### src/rtl/pipe_stage_reg.sv
// pipe_stage_reg: inter-stage pipeline register with valid/ready flow control,
// sync flush (bubble injection) and a saturating stall counter.
//   clk        in   rising-edge clock
//   reset      in   async active-high reset
//   flush      in   sync kill of all held entries; the accept in that cycle is dropped
//   in_valid   in   upstream entry present
//   in_ready   out  stage can accept this cycle
//   in_ctrl    in   upstream control field
//   in_data    in   upstream payload
//   out_valid  out  entry present at output
//   out_ready  in   downstream accepts this cycle
//   out_ctrl   out  registered control field (0 = NOP bubble when empty)
//   out_data   out  registered payload (holds its last value when empty)
//   stall_cnt  out  saturating count of cycles with out_valid & !out_ready
// Build option: define PIPE_STAGE_SKID_EN to add one skid entry, so that
// in_ready comes straight from a flop and out_ready has no combinational path to it.
module pipe_stage_reg #(
    parameter int CTRL_W      = 32,
    parameter int DATA_W      = 64,
    parameter int STALL_CNT_W = 16
) (
    input  logic                   clk,
    input  logic                   reset,
    input  logic                   flush,
    input  logic                   in_valid,
    output logic                   in_ready,
    input  logic [CTRL_W-1:0]      in_ctrl,
    input  logic [DATA_W-1:0]      in_data,
    output logic                   out_valid,
    input  logic                   out_ready,
    output logic [CTRL_W-1:0]      out_ctrl,
    output logic [DATA_W-1:0]      out_data,
    output logic [STALL_CNT_W-1:0] stall_cnt
);
    logic accept, issue, stall;
    assign accept = in_valid & in_ready;
    assign issue  = out_valid & out_ready;
    assign stall  = out_valid & ~out_ready;
`ifdef PIPE_STAGE_SKID_EN
    logic              skid_valid;
    logic [CTRL_W-1:0] skid_ctrl;
    logic [DATA_W-1:0] skid_data;
    assign in_ready = ~skid_valid;
    // The main register is free when it is empty or draining this cycle.
    // The skid is only full while in_ready is low, so it never competes with an accept.
    always_ff @(posedge clk or posedge reset) begin
        if (reset) begin
            out_valid  <= 1'b0;
            out_ctrl   <= '0;
            out_data   <= '0;
            skid_valid <= 1'b0;
            skid_ctrl  <= '0;
            skid_data  <= '0;
        end else if (flush) begin
            out_valid  <= 1'b0;
            out_ctrl   <= '0;
            skid_valid <= 1'b0;
        end else if (!out_valid || issue) begin
            if (skid_valid) begin
                out_valid  <= 1'b1;
                out_ctrl   <= skid_ctrl;
                out_data   <= skid_data;
                skid_valid <= 1'b0;
            end else if (accept) begin
                out_valid <= 1'b1;
                out_ctrl  <= in_ctrl;
                out_data  <= in_data;
            end else begin
                out_valid <= 1'b0;
                out_ctrl  <= '0;
            end
        end else if (accept) begin
            skid_valid <= 1'b1;
            skid_ctrl  <= in_ctrl;
            skid_data  <= in_data;
        end
    end
`else
    assign in_ready = ~out_valid | out_ready;
    always_ff @(posedge clk or posedge reset) begin
        if (reset) begin
            out_valid <= 1'b0;
            out_ctrl  <= '0;
            out_data  <= '0;
        end else if (flush) begin
            out_valid <= 1'b0;
            out_ctrl  <= '0;
        end else if (accept) begin
            out_valid <= 1'b1;
            out_ctrl  <= in_ctrl;
            out_data  <= in_data;
        end else if (issue) begin
            out_valid <= 1'b0;
            out_ctrl  <= '0;
        end
    end
`endif
    always_ff @(posedge clk or posedge reset) begin
        if (reset) stall_cnt <= '0;
        else if (stall && stall_cnt != '1) stall_cnt <= stall_cnt + 1'b1;
    end
endmodule
### config.mk
export PLATFORM = sky130hd
export DESIGN_NAME = pipe_stage_reg
export DESIGN_NICKNAME = d
export VERILOG_FILES = /design/src/rtl/pipe_stage_reg.sv
export SDC_FILE = /design/constraint.sdc
export NUM_CORES = 1
export LEC_CHECK = 0
export ABC_AREA = 1
export CAP_MARGIN = 20
export CELL_PAD_IN_SITES_DETAIL_PLACEMENT = 0
export CELL_PAD_IN_SITES_GLOBAL_PLACEMENT = 1
export CORE_MARGIN = 5
export CORE_UTILIZATION = 31
export DETAILED_ROUTE_END_ITERATION = 10
export MAX_ROUTING_LAYER = met4
export PLACE_DENSITY_LB_ADDON = 0.1
export SYNTH_ARGS = -nofsm -noshare
export SYNTH_HDL_FRONTEND = slang
export SYNTH_SLANG_ARGS = --single-unit
### constraint.sdc
create_clock -name clk -period 4.2 [get_ports clk]
set_input_delay 0.84 -clock clk [delete_from_list [all_inputs] [get_ports clk]]
set_output_delay 0.84 -clock clk [all_outputs]
set_load 0.01 [all_outputs]
* After elaboration in Yosys (flattened, before gate mapping) *
Index checks and enable logic that the tools add are counted.

word-level totals
  flip-flop bits (word level) = 113
  bits in latches = 0
  memory bits (writable) = 0
  memory bits (read-only) = 0
  input port bits = 101
  output and inout bits = 114
  logic and storage cells = 22
  memories kept = 0

operators by class
  add/subtract/negate cells = 1
  multipliers = 0
  div/mod/pow operators = 0
  order comparisons = 0
  eq/ne operators = 1
  shift-type cells = 0
  muxes and demuxes = 6
  bitwise gates (word level) = 7
  reduce and logical (&&, ||, !) cells = 3

operator list
  cell                                                             count
  32-bit two-way mux                                               3
  16-bit by 1-bit adder with 16-bit output, second input constant  1
  16-bit != test, second input constant                            1
  1-bit AND                                                        3
  1-bit two-way mux                                                3
  1-bit NOT                                                        3
  3-bit nonzero test                                               1
  2-bit AND reduction                                              1
  1-bit logical AND                                                1
  1-bit bitwise OR                                                 1

* Longest topological paths before layout *
  depth after elaboration = 5
  mapped depth = 9
  gate-level depth less buffers = 9

* Least setup slack after synthesis *
OpenSTA, ideal clock, no wires.

  path kind = input -> output
  start point = input out_ready
  end point = output in_ready
  arrival time = 990 ps
  required time = 3360 ps
  slack = 2370 ps
  stages on the path = 2
  path buffers = 0
  cell sequence = inv_1 -> nand2_4

between the ends
  cells in the longest elaborated chain, start to end = 1

RTL lines
  item              RTL line  RTL
  start, declared   30        input logic out_ready,
  1-bit bitwise OR  79        assign in_ready = ~out_valid | out_ready;
  end, declared     26        output logic in_ready,

No other way between the ends.

* Worst setup path in the final report *
Ends and elaborated chain as after synthesis.

==> impl_summary.md <==
Status
The run finished with clean final reports.

Clocking
CTS built an H-tree with a depth of 4. TritonCTS created 17 clock buffers. The root buffer cell chosen for the clock tree is sky130_fd_sc_hd__clkbuf_16. Once the clock tree was built, the resizer swapped 0 gates to a different size. The worst-case clock buffer depth is 2. Buffers added to address setup during post-CTS repair amount to 0. The CTS tree is built. Clock-pin slew was measured on the worst setup and hold paths at 0.05 ns.

The later pin in the worst-skew pair is clocked with a latency of 0.40 ns. The total of hold buffers inserted after clock tree synthesis is 0. The sink count of the clock tree is 113.

STA
Derived from the worst setup path, the maximum achievable clock frequency is 350 MHz. The largest clock skew in the final design is 0.00775 ns. Setup repair after global routing left no endpoint under its margin. Setup violations remaining at the end of the flow were counted as 0. The max-slew violation total from the final report is 0. The transition time of the tightest slew-check pin is 0.698 ns. The fraction of the cycle the final worst path needs is 68.0%. The number of hold violations in the final report is 0.

The worst pin sits at a relative slew slack of 53.5%. Summed over all failing endpoints, the final setup total negative slack is 0 ns. The time the final worst path needs with I/O delays and setup is 2.86 ns. The worst hold slack is 0.500 ns.

Synthesis
The share of async-settable or async-resettable flops after synthesis is 100%. The dominant synthesized flop cell is sky130_fd_sc_hd__dfrtp_1. In this run, synthesis inferred 0 flip-flops with an integrated enable.

Yosys printed 0 warnings. The mean instance size in the synthesized netlist is 11.1 sq um. The largest total area in the synthesized netlist belongs to sky130_fd_sc_hd__dfrtp_1. Ranked by total cell area, the synthesized netlist is headed by sky130_fd_sc_hd__dfrtp_1 (59%), sky130_fd_sc_hd__mux2_2 (13%), sky130_fd_sc_hd__nand2_1 (5.1%). The most frequent cell after synthesis is sky130_fd_sc_hd__dfrtp_1. Synthesis handed over a netlist of 433 instances.

The commonest cells after synthesis are sky130_fd_sc_hd__dfrtp_1 (113), sky130_fd_sc_hd__nand2_1 (66), sky130_fd_sc_hd__mux2_2 (56). The fraction of the yosys area taken by sequential cells is 58.6%. The number of register bits inferred by synthesis is 113. The combined area of all synthesized cells is 4820 sq um. Summed over its instances, the top area cell type makes up 58.6% of the synthesized netlist area.

The number of nets in the synthesized netlist is 535. In this run, distinct cell masters in the synthesized netlist total 27.

Global route
The total overflow reported by the global router is 0. Entering global routing, the biggest net connects 65 pins. The initial antenna violation count came to 0.

The via count of the first global-routing pass was 3,976. Global routing used 15.8% of the available tracks across all layers. The global-route wire length before repair is 21,600 microns.

Power
In this run the power spent charging and discharging nets is 0.905 mW. Power comes to 3.46 mW. The relative contribution of combinational cells to total power is 22.7%. The maximum resistive drop on vdd is 0.000268 V. The total internal power is 2.55 mW. The total power per unit cell area is 446 nW/um^2. The static leakage is 3.42 nW. Sequential cells account for 39.0% of the total power. The proportion of total power due to net switching is 26.2%. The portion of total power attributed to the clock network is 38.3%.

Critical path
The critical path is of the in2out type. For the worst setup path, the data arrival time is 2.02 ns. Of all nets on the critical path, the largest fanout is 6. The worst setup path is captured at an output port. The sort of element at the start of the critical path is an input pin. The endpoint required time on the critical path is 3.36 ns. Across all register-to-register paths, the minimum setup slack is 2.24 ns.

Die
The count of boundary I/O pins is 215. The floorplan step defined a die boundary enclosing 18,200 sq um. The horizontal die dimension is 135 microns.

The floorplan row count is 45. Once the floorplan was initialized, standard cells occupied 31.6% of the core. The die extent in y is 135 microns. After floorplanning, the core was sized to cover 15,300 sq um.

Placement
At the end of routability-driven placement, the weighted congestion stood at 0.728. The HPWL after detailed placement is 10,000 microns. The placed instances occupy a cell area of 7210 sq um. The number of buffers inserted by port buffering is 214.

Route
The detailed router placed 3,820 vias in this run. Once detail routing completed, the nets flagged for antenna violations numbered 0. Using the TritonRoute via totals, the vias-per-cell ratio works out to 4.35. The remaining routing DRC violations is 0.

After detailed routing, the average wire length per cell comes to 15.6 microns. The first routing iteration left 192 violations. The first detailed-routing pass took 4 iterations.

The final layout contains routed wiring with a total length of 13,700 microns.

Run
Across the run, the number of max-cap violations was 0.

Finish
The register area is 2830 sq um. The layout overhead on the synthesized area is 60.8%. The total number of nets in the final design is 756. The finished cells cover 7760 sq um. The antenna diode count is 0. Of the cells placed in the final design, the portion with a size suffix greater than 1 is 18.0%. The count of fill cells added during filler insertion is 1,380. The multi-input logic area is 1720 sq um.

Hold path
The classification of the worst-slack hold path is reg2reg.
==> final timing paths <==
path	startpoint	end	cells past startpoint
min in group asynchronous	reset	out_data[30]	2
hold reg to reg	out_data[38]	out_data[38]	1
hold / removal	out_data[38]	out_data[38]	1
max in group asynchronous	reset	out_data[17]	3
setup / recovery	out_ready	in_ready	4
setup reg to reg	out_valid	out_data[17]	4
==> metrics by stage <==
stage	instances	utilization (%)	worst slack [ns]
2_1_floorplan	433	-	0.373
3_3_place_gp	846	47.2	1.32
3_5_place_dp	846	47.2	1.28
4_1_cts	878	50.8	1.33
5_1_grt	878	50.8	1.28
6_report	878	50.8	1.34
==> layout make-up <==
cell class	count	share of cell area, %
clock buffer	22	5.98
clock inverter	10	1.11
inverter	51	2.50
multi-input combinational	252	22.1
sequential	113	36.5
tap	211	3.40
timing repair buffer	219	28.4
==> cell usage in the layout (no fill, tap or decap), drive strengths merged, types with 2 or more instances in the layout <==
cell and n:
mux2 64, nand4 5, clkbuf 22, dfrtp 113, clkinvlp 3, buf 5, xnor2 2, nor2 23
clkinv 6, nand2 70, clkdlybuf4s50 214, inv 51, o21ai 42, nand3 42
==> flip-flops by register name, summed over array words and instances (netlist names) <==
| name | cells |
|---|---|
| stall_cnt | 16 |
| out_data | 64 |
| out_ctrl | 32 |
| out_valid | 1 |
==> power groups by stage <==
stage	clock network [mW]	registers (mW)	logic, mW
2_1_floorplan	0	1.42	0.254
3_3_place_gp	0	1.36	0.791
3_5_place_dp	0	1.37	0.801
4_1_cts	1.36	1.35	0.804
5_1_grt	1.40	1.37	0.847
6_report	1.32	1.35	0.786
==> critical path: stages <==
cell                              delay (ns)
sky130_fd_sc_hd__clkdlybuf4s50_1        0.45
sky130_fd_sc_hd__inv_1                  0.06
sky130_fd_sc_hd__nand2_4                0.11
sky130_fd_sc_hd__clkdlybuf4s50_1        0.55
==> cell families after synthesis <==
family | synth area share (%)
buf+inv | 6.04
xor+xnor | 0.545
simple gates | 14.1
flops | 58.6
compound gates | 4.85
fa+ha+maj | 0.259
mux | 15.6
==> per-layer routing <==
metal | vias up | share of wire [%] | global-route usage [%] | wire [microns]
met1 | 1814 | 40 | 18.2 | 5520
met4 | 0 | 1.8 | 5.71 | 248
met2 | 121 | 49 | 24.7 | 6670
met5 | - | 0 | - | 0
li1 | 1868 | - | - | -
met3 | 17 | 9.1 | 7.00 | 1250
(Power assumes the default switching activity.)
==> edit 1: new RTL, same flow settings <==
The parameter `STALL_CNT_W` goes from 16 to 32.
--- a/src/rtl/pipe_stage_reg.sv
+++ b/src/rtl/pipe_stage_reg.sv
@@ -19,3 +19,3 @@
     parameter int DATA_W      = 64,
-    parameter int STALL_CNT_W = 16
+    parameter int STALL_CNT_W = 32
 ) (
Interface: changed (resized stall_cnt); port bits go from 215 to 231. No check against the original RTL was run, so the function may have changed too.
==> edit 1 against the original RTL <==
- via count increased by 28%
- register-to-register slack got worse by 0.08 ns
- sequential cell count increased by 16
- area after synthesis increased by 21%
- utilization decreased by 2.5 points
- worst setup slack got worse by 0.23 ns
- routed wire length increased by 31%
- cell area increased by 16%
- total power increased by 9.5%
- clock skew decreased by 0.00070 ns
- critical endpoint unchanged
- largest cell class unchanged
- largest power group is now clock
==> edit 1: results (changes against the original RTL) <==
status=complete, no violations; overall routing resource usage=0.175 (+0.0167); number of global-route vias before repair=5197 (+31%); Peak VDD IR=0.275 mV (+2.8%); register area share after synthesis=0.553 (-0.0337); Post-Route M1 WL=7.45 mm (+35%); Max FO, Critical Path=7 (+1); largest net degree at the start of global routing=85 (+31%); share of cells above drive strength 1=0.133 (-0.0467); Vias=4898 (+28%); number of buffers inserted by port buffering=230 (+7.5%); post-synth net total=703 (+31%); WL met2=8.73 mm (+31%); NumNets Final=939 (+24%); Largest regs=out_data: 64 flops, out_ctrl: 32 flops, stall_cnt: 32 flops; fill count=1735 (+26%); Detail Placement HPWL=13.6 mm (+35%); Met3 Wirelength=1.52 mm (+21%); Arr. time, crit path=2.24 ns (+0.22 ns); Commonest cells post-synth=157 x nand2_1, 129 x dfrtp_1, 85 x inv_1; WL per Instance=16.6 microns (+6.5%); synth top area cells=dfrtp_1 55%, mux2_2 12%, nand2_1 10%; first-pass GRT wire length=28.7 mm (+33%); Pleak=0.00391 uW (+14%); gp weighted congestion=0.853 (+17%)
==> edit 1: stage by stage <==
stage | instances | area [sq um]
finish | 1082 | 9020
CTS | 1082 | 9020
floorplan | 601 | 5850
detailed placement | 1052 | 8410
global placement | 1052 | 8410
global route | 1082 | 9020
==> edit 1: kinds of logic after synthesis <==
logic type               Yosys count  synth area share
AO/OA/AOI/OAI                     37            0.0386
XOR/XNOR                          11            0.0165
multiplexers                      64             0.123
AND/OR/NAND/NOR                  255             0.193
flip-flops                       129             0.553
adder cells (fa/ha/maj)            1           0.00214
buffers and inverters            104            0.0735
==> edit 1: area by class of cell <==
cell class	count	area [sq um]	area share
flip-flops and latches	129	3230	0.358
repair buffers	234	2360	0.261
multi-input cells	368	2200	0.243
clock buffers	18	429	0.0476
inverters	87	333	0.0369
well taps	234	293	0.0325
clock inverters	12	183	0.0203
==> edit 1: final timing paths <==
path / cells past startpoint / slack (ns) / startpoint / endpoint
setup / recovery: 4 / 1.12 / out_ready / in_ready
min in group asynchronous: 2 / 0.90 / reset / out_data[55]
setup reg to reg: 10 / 2.16 / stall_cnt[1] / stall_cnt[16]
hold / removal: 1 / 0.50 / out_data[14] / out_data[14]
hold reg to reg: 1 / 0.50 / out_data[14] / out_data[14]
max in group asynchronous: 3 / 2.37 / reset / out_ctrl[13]
==> edit 1: metal layers <==
metal  up-vias  track usage
li1       2379            -
met1      2328        0.202
met2       172        0.282
met3        19       0.0663
met4         0       0.0568
met5         -            -
==> edit 1: where the power goes <==
part           internal, uW  leakage [uW]  switching [uW]
clock network           994      0.000301             565
registers              1390       0.00164            93.2
logic                   452       0.00197             295
total                  2830       0.00391             953
==> edit 1: worst max-delay path: stages <==
cell,delay (ns)
clkdlybuf4s50_1,0.44
nor2_4,0.27
inv_2,0.17
clkdlybuf4s50_1,0.52
==> edit 2: new RTL, same settings <==
Without the edit above. Register the output `stall_cnt` once more, with the module's reset; this adds one clock of latency there. The other outputs are not delayed to match. Comments in the files are not updated.
--- a/src/rtl/pipe_stage_reg.sv
+++ b/src/rtl/pipe_stage_reg.sv
@@ -34,2 +34,4 @@
 );
+
+    logic [STALL_CNT_W-1:0] stall_cnt_s0;
     logic accept, issue, stall;
@@ -98,5 +100,13 @@
     always_ff @(posedge clk or posedge reset) begin
-        if (reset) stall_cnt <= '0;
-        else if (stall && stall_cnt != '1) stall_cnt <= stall_cnt + 1'b1;
+        if (reset) stall_cnt_s0 <= '0;
+        else if (stall && stall_cnt_s0 != '1) stall_cnt_s0 <= stall_cnt_s0 + 1'b1;
     end
+    always_ff @(posedge clk or posedge reset) begin
+        if (reset) begin
+            stall_cnt <= '0;
+        end else begin
+            stall_cnt <= stall_cnt_s0;
+        end
+    end
+
 endmodule
Behaviour: not the same (Yosys sat finds a counterexample within 4 cycles, from zero or initial values and one cycle with reset high).
==> edit 2 against the original RTL <==
- total power up 10%
- clock power increased by 19%
- synthesized cell count increased by 5.5%
- critical endpoint unchanged
- count of clock-buffer cells in the layout fell by 3
- worst setup slack lost 0.059 ns
- routed wire length rose by 11%
- cell area increased by 6.5%
- area after synthesis up 8.3%
- largest cell class unchanged
- sequential cell count up 16
==> edit 2: results (changes against the original RTL) <==
Commonest cells post-synth=129 x dfrtp_1, 66 x nand2_1, 56 x mux2_2; Largest regs=out_data: 64 flops, out_ctrl: 32 flops; initial DRC count=153 (-20%); CTS Buf Count=17 (unchanged); Min-Delay Path Class=flip-flop to flip-flop; largest net degree at the start of global routing=130 (+100%); htree depth=4 (unchanged); CP peak stage delay=0.58 ns (+0.03 ns); slowest library cell on the worst path=clkdlybuf4s50_1; 1st-pass router iterations=4 (unchanged); Peak VDD IR=0.267 mV (-0.41%); worst r2r path cells=8 (+4); share of cells above drive strength 1=0.171 (-0.00939); HP Start=stall_cnt_s0[15]; Ant. Diodes=0 (unchanged); initial antenna violation count=0 (unchanged); number of global-route vias before repair=4077 (+2.5%); Detail Placement HPWL=11.0 mm (+9.5%); gp weighted congestion=0.796 (+9.4%); placed cells=880 (+4.0%); clk_skew=0.00588 ns (-0.00187 ns); Post-CTS Setup Bufs=0 (unchanged); reg2reg end=stall_cnt_s0[7]; post-CTS sizing=0 (unchanged); status=complete, no violations; Bufs on Longest Clock Path=2 (unchanged); final WL=15.2 mm (+11%); Synth async-reset ratio=1.00 (unchanged); Max-Slew Margin vs Limit=0.447 (-0.0884); register area share after synthesis=0.618 (+0.0319); end of the critical path=in_ready; Reg-to-Reg Start=stall_cnt_s0[0]; Via-to-Cell Ratio=4.43 (+1.9%); NumNets Final=781 (+3.3%); worst setup path startpoint=out_ready; Final Hold Vio Count=0 (unchanged); Mapped Cells=457 (+5.5%); Max FO, Critical Path=10 (+4); WL per Instance=16.6 microns (+6.7%); top_reg_cell synth=dfrtp_1; count of cell types in the netlist=26 (-3.7%); first-pass GRT wire length=24.2 mm (+12%); overall routing resource usage=0.162 (+0.00410); R2R setup slack=2.23 ns; CTS Root Cell=clkbuf_16; Synth Warn #=0 (unchanged); synth top area cells=dfrtp_1 62%, mux2_2 12%, nand2_1 4.7%; Pleak=0.00368 uW (+7.5%); later-pin clock latency in the skew report=0.41 ns; fill count=1567 (+14%); post-synth net total=559 (+4.5%); family with the most delay on the worst path=buffers and inverters
## edit 2: cell types whose count changed in the layout (fill, tap and decap cells not counted), sizes merged, moves of 2 or more
cell / change
nor2: -2
nand4: +3
bufinv: +3
nand3b: +2
o21ai: -6
nand3: +2
clkbuf: -3
nand2: +2
inv: +5
dfrtp: +16
## edit 2: logic make-up after synthesis
family	count (synthesis)	synth area share
buffers and inverters	73	0.0587
AOI/OAI and AO/OA	38	0.0405
and+or+nand+nor	149	0.132
xor gates and xnor gates	3	0.00503
DFF	129	0.618
adders and majority gates	1	0.00240
muxes	64	0.144
## edit 2: stage by stage
stage	utilization	setup WS (ns)	total power, uW	hold WS [ns]	instance area [sq um]
3_3_place_gp	0.460	1.25	2260	0.435	7620
5_1_grt	0.498	1.24	4000	0.481	8260
6_report	0.498	1.29	3810	0.462	8260
2_1_floorplan	-	1.76	1800	0.395	5230
3_5_place_dp	0.460	1.27	2270	0.446	7620
4_1_cts	0.498	1.27	3880	0.462	8260
## edit 2: per-layer routing
metal / global-route usage / share of wire / vias up / wire length [microns]
li1: - / - / 1945 / -
met1: 0.203 / 0.44 / 1934 / 6700
met2: 0.249 / 0.47 / 144 / 7150
met3: 0.0518 / 0.069 / 21 / 1040
met4: 0.0586 / 0.018 / 0 / 280
met5: - / 0 / - / 0
## edit 2: worst min-delay path by stage
| stage | end | slack, ns | depth (start not counted) |
|---|---|---|---|
| after floorplan | stall_cnt[15] | 0.39 | 0 |
| after global routing | stall_cnt[4] | 0.48 | 0 |
| final | stall_cnt[15] | 0.46 | 0 |
| after CTS | stall_cnt[13] | 0.46 | 0 |
| after detailed placement | stall_cnt[13] | 0.45 | 0 |
| after global placement | stall_cnt[13] | 0.43 | 0 |
## edit 2: where the power goes
part           switching [uW]  total (uW)  internal (uW)
sequential               99.5        1500           1400
combinational             285         734            449
clock                     547        1570           1020
## edit 2: final cells by class
class                           instances  area share
Clock buffer                           19      0.0548
Clock inverter                         13      0.0223
Inverter                               56      0.0259
Multi-Input combinational cell        255       0.205
Sequential cell                       129       0.391
Tap cell                              220      0.0333
Timing Repair Buffer                  220       0.268
